--- src/rtl/wb_scoreboard.sv ---
// Writeback scoreboard: tracks registers with an outstanding write
// (pending vector) and merges load responses with single-cycle results
// into one registered register-file write port. Loads always win; a
// single-cycle result that collides with a load parks in a one-entry skid.
module wb_scoreboard #(
  parameter int DATA_W = 32
) (
  input  logic              clk,
  input  logic              rst,
  input  logic              issue_valid,
  input  logic [4:0]        issue_rd,
  input  logic [4:0]        rs1,
  input  logic [4:0]        rs2,
  output logic              stall,
  input  logic              alu_valid,
  input  logic [4:0]        alu_rd,
  input  logic [DATA_W-1:0] alu_data,
  output logic              alu_ready,
  input  logic              ld_valid,
  input  logic [4:0]        ld_rd,
  input  logic [DATA_W-1:0] ld_data,
  output logic              wb_we,
  output logic [4:0]        wb_rd,
  output logic [DATA_W-1:0] wb_data
);

  typedef struct packed {
    logic [4:0]        rd;
    logic [DATA_W-1:0] data;
  } wb_ent_t;

  typedef enum logic {EMPTY, FULL} skid_st_t;

  skid_st_t    st;
  wb_ent_t     skid;
  logic [31:0] pending;
  logic [31:0] pend_vis;
  logic [31:0] pend_nxt;
  logic        alu_acc;
  logic        issue_fire;
  logic        sel_v;
  wb_ent_t     sel;

  // x0 is never a hazard, even if a stray bit were ever present
  assign pend_vis   = pending & ~32'h1;
  assign stall      = issue_valid & (pend_vis[rs1] | pend_vis[rs2] | pend_vis[issue_rd]);
  assign issue_fire = issue_valid & ~stall & (issue_rd != 5'd0);
  assign alu_ready  = (st == EMPTY);
  assign alu_acc    = alu_valid & alu_ready;

  // Writeback source select: load > skid > direct single-cycle result
  always_comb begin
    sel_v = 1'b0;
    sel   = '{rd: ld_rd, data: ld_data};
    if (ld_valid) begin
      sel_v = 1'b1;
    end else if (st == FULL) begin
      sel_v = 1'b1;
      sel   = skid;
    end else if (alu_acc) begin
      sel_v = 1'b1;
      sel   = '{rd: alu_rd, data: alu_data};
    end
  end

  // Skid buffer: fill on load collision, hold under loads, drain otherwise
  always_ff @(posedge clk or posedge rst) begin
    if (rst) begin
      st   <= EMPTY;
      skid <= '0;
    end else begin
      case (st)
        EMPTY: if (ld_valid && alu_acc) begin
          st   <= FULL;
          skid <= '{rd: alu_rd, data: alu_data};
        end
        FULL: if (!ld_valid) st <= EMPTY;
        default: st <= EMPTY;
      endcase
    end
  end

  // Registered writeback port; index/data hold when nothing is selected
  always_ff @(posedge clk or posedge rst) begin
    if (rst) begin
      wb_we   <= 1'b0;
      wb_rd   <= '0;
      wb_data <= '0;
    end else begin
      wb_we <= sel_v & (sel.rd != 5'd0);
      if (sel_v) begin
        wb_rd   <= sel.rd;
        wb_data <= sel.data;
      end
    end
  end

  // Pending update: clear with the register-file write, then set (set wins)
  always_comb begin
    pend_nxt = pending;
    if (wb_we) pend_nxt[wb_rd] = 1'b0;
    if (issue_fire) pend_nxt[issue_rd] = 1'b1;
    pend_nxt[0] = 1'b0;
  end

  // Pending vector state
  always_ff @(posedge clk or posedge rst) begin
    if (rst) pending <= '0;
    else     pending <= pend_nxt;
  end

endmodule

--- config.mk ---
export PLATFORM = sky130hd
export DESIGN_NAME = wb_scoreboard
export DESIGN_NICKNAME = d
export VERILOG_FILES = /design/src/rtl/wb_scoreboard.sv
export SDC_FILE = /design/constraint.sdc
export NUM_CORES = 1
export LEC_CHECK = 0
export BUFFER_PORTS_ARGS = -buffer_cell sky130_fd_sc_hd__buf_4
export CORE_UTILIZATION = 45
export DETAILED_ROUTE_END_ITERATION = 7
export GPL_ROUTABILITY_DRIVEN = 0
export PLACE_DENSITY = 0.68
export SYNTH_ARGS = -nofsm -noshare
export SYNTH_HDL_FRONTEND = slang
export SYNTH_SLANG_ARGS = --single-unit
--- constraint.sdc ---
create_clock -name clk -period 3.24 [get_ports clk]
set_clock_uncertainty 0.2 [all_clocks]
set_input_delay 0.162 -clock clk [delete_from_list [all_inputs] [get_ports clk]]
set_output_delay 0.162 -clock clk [all_outputs]
set_load 0.1 [all_outputs]
==> impl_metrics.ini <==
[logic_synthesis]
yosysMostFrequentCell = dfrtp_1
synth_top_cell_by_area = dfrtp_1
synth_nets = 674
ys_top_cells_by_area = dfrtp_1 (46%), mux2_2 (8.8%), mux2i_1 (5.2%)
synthCells = 580
yosysSeqAreaShare_pct = 46.4
syn_area_um2 = 5780
async_reset_ff_share_pct = 100
synth_top_cell_area_share_pct = 46.4
synth-seq-cells = 107
synth_edf_count = 0
syn_area_per_cell_um2 = 9.96
ys_types = 43
yosysWarningCount = 0
synth_commonest_cells = dfrtp_1 (107), o21ai_0 (60), mux2_2 (45)
ys_dominant_reg_cell = dfrtp_1

[clocking]
cts_setup_buffers = 0
clk_pin_slew_worst_paths_ns = 0.07
cts-root-buf = clkbuf_16
clkSinkCount = 107
cts_buffers = 9
cts_buffer_depth = 2
htree_levels = 3
clkLatencyLatePin_ns = 0.34
cts_tree = yes

[sta]
fin_crit_ns = 2.78
timing.slew.headroom_pct = 32.6
fmax_ghz = 0.360
finalHoldViolCount = 0
final.setup.tns_ns = 0
slew_viol_final = 0
worst_slack_ns = 0.465
rsz0062_at_grt = no
fin_crit_sh_pct = 85.7
finalSetupViolations = 0
finalHoldWorstSlack_ns = 0.0557
tightestPinTransition_ns = 1.01

[final_layout]
fin_nets = 853
area_growth_pct = 36.7
n_fill_cell = 1006
multi_input_area_um2 = 2870
final_cell_area_um2 = 7900
layoutNonFillerInstCount = 936
final_util_pct = 62.8
drive_above_1_share_pct = 28.3
seqCellArea_um2 = 2680
diodes = 0

[worst_setup_path]
setup.worst_path.class = reg2out
critPathMaxFanout = 4
cp_cell_sequence = mux2_2 > o311ai_0 > a211oi_1 > a221oi_1 > nand3_1 > o21a_1 > buf_4
cp.required_ns = 2.88
cpMaxStageDelayCell = dfrtp_1
critPathArrivalTime_ns = 2.41
cp-end-kind = primary output
critPathTopFamily = compound AO/OA/AOI/OAI gates
startpoint_type = flop
worstPathBufferInverterCount = 1
cpPeakStageDelay_ns = 0.44

[grt]
grt_pass1_wl_um = 28500
grt_max_degree = 58
grt_pass1_vias = 5704
grt-ovfl-total = 0
antenna_found_initial = 0
track_usage_pct = 27.7

[power]
power_mw = 4.84
ir_drop_mv = 0.310
powerDensity_nw_per_um2 = 612
p_leak_nw = 3.36

[job]
max_cap_viol_count = 0

[worst_hold_path]
hp-class = in2reg

[floorplanning]
start_util_pct = 46.0
die-width_um = 115
io-pin-count = 134
rows = 41
die-area_um2 = 13300
core_area_um2 = 12600
die_y_um = 115

[route]
drt_iter0_drc = 388
vias = 5600
first_pass_iters = 6
wl_per_cell_um = 18.9
routed_wl_um = 17700
drc = 0
ant_nets = 0
viasPerCell = 5.98

[placement]
place_area_um2 = 6850
dp_slack_ns = 0.848
hpwl_um = 11400
portBuffers = 133
place_inst = 845

[run_status]
status = finished clean
[what timing repair did]
action,CTS,global route
hold buffers,75,0
endpoints found under the hold margin,131,0
resized for setup,0,0
[final timing paths]
check,startpoint,endpoint,slack (ns),depth (start not counted)
max,pending[24],stall,0.46,7
max in group asynchronous,rst,skid[31],1.80,4
min,issue_rd[4],pending[14],0.06,4
min reg2reg,skid[34],skid[34],0.31,1
max reg2reg,pending[24],pending[7],0.75,7
min in group asynchronous,rst,wb_rd[0],0.30,3
[kinds of logic after synthesis]
logic type / after synthesis / share of synthesized area, %
muxes: 83 / 17.1
AOI/OAI and AO/OA: 189 / 18.8
buffers and inverters: 54 / 4.18
and+or+nand+nor: 147 / 13.6
DFF: 107 / 46.4
[power by group]
group | switching (mW) | internal (mW)
sequential | 0.337 | 1.67
clock | 0.493 | 0.606
combinational | 1.05 | 0.675
[layout make-up]
class	instances	share of cell area, %
multi-input cells	419	36.3
clock inverters	5	0.792
well taps	172	2.72
repair buffers	215	23.0
inverters	7	0.364
clock buffers	11	2.95
flip-flops and latches	107	33.9
[registers in the layout (all words and copies together) (netlist names)]
name and flops:
skid 37, wb_data 32, pending 31, wb_rd 5, st 1, wb_we 1
[cells in the final DEF, fill, tap and decap left out, types with 6 or more instances in the layout]
cell             n
mux4_2           8
mux2_2          45
o22ai_1         32
buf_4          139
nor2b_1         13
nand3b_1         6
dlygate4sd3_1   75
a21oi_1         37
o21ai_1         30
a22oi_1          7
dfrtp_1        107
nand3_1          7
clkbuf_16        9
nand4_1         31
nand2_1         30
and3_1          10
a221oi_1        11
nor2_1          30
o21ai_0         60
mux2i_1         30
[layer usage]
layer / up-vias / wire length [um] / global-route usage, % / share of wire [%]
li1: 2553 / - / - / -
met1: 2738 / 6910 / 33.4 / 39
met2: 271 / 9120 / 48.0 / 52
met3: 38 / 1210 / 5.38 / 6.8
met4: 0 / 431 / 12.2 / 2.4
met5: - / 0 / 0 / 0
[worst reg2reg max path, cell delays in order (launching register included)]
cell	delay [ns]
dfrtp_1	0.44
nor2b_1	0.15
a2111oi_0	0.43
a221oi_1	0.10
a22oi_1	0.31
buf_4	0.38
nand4_1	0.19
o21ai_1	0.20
(Power assumes the default switching activity.)
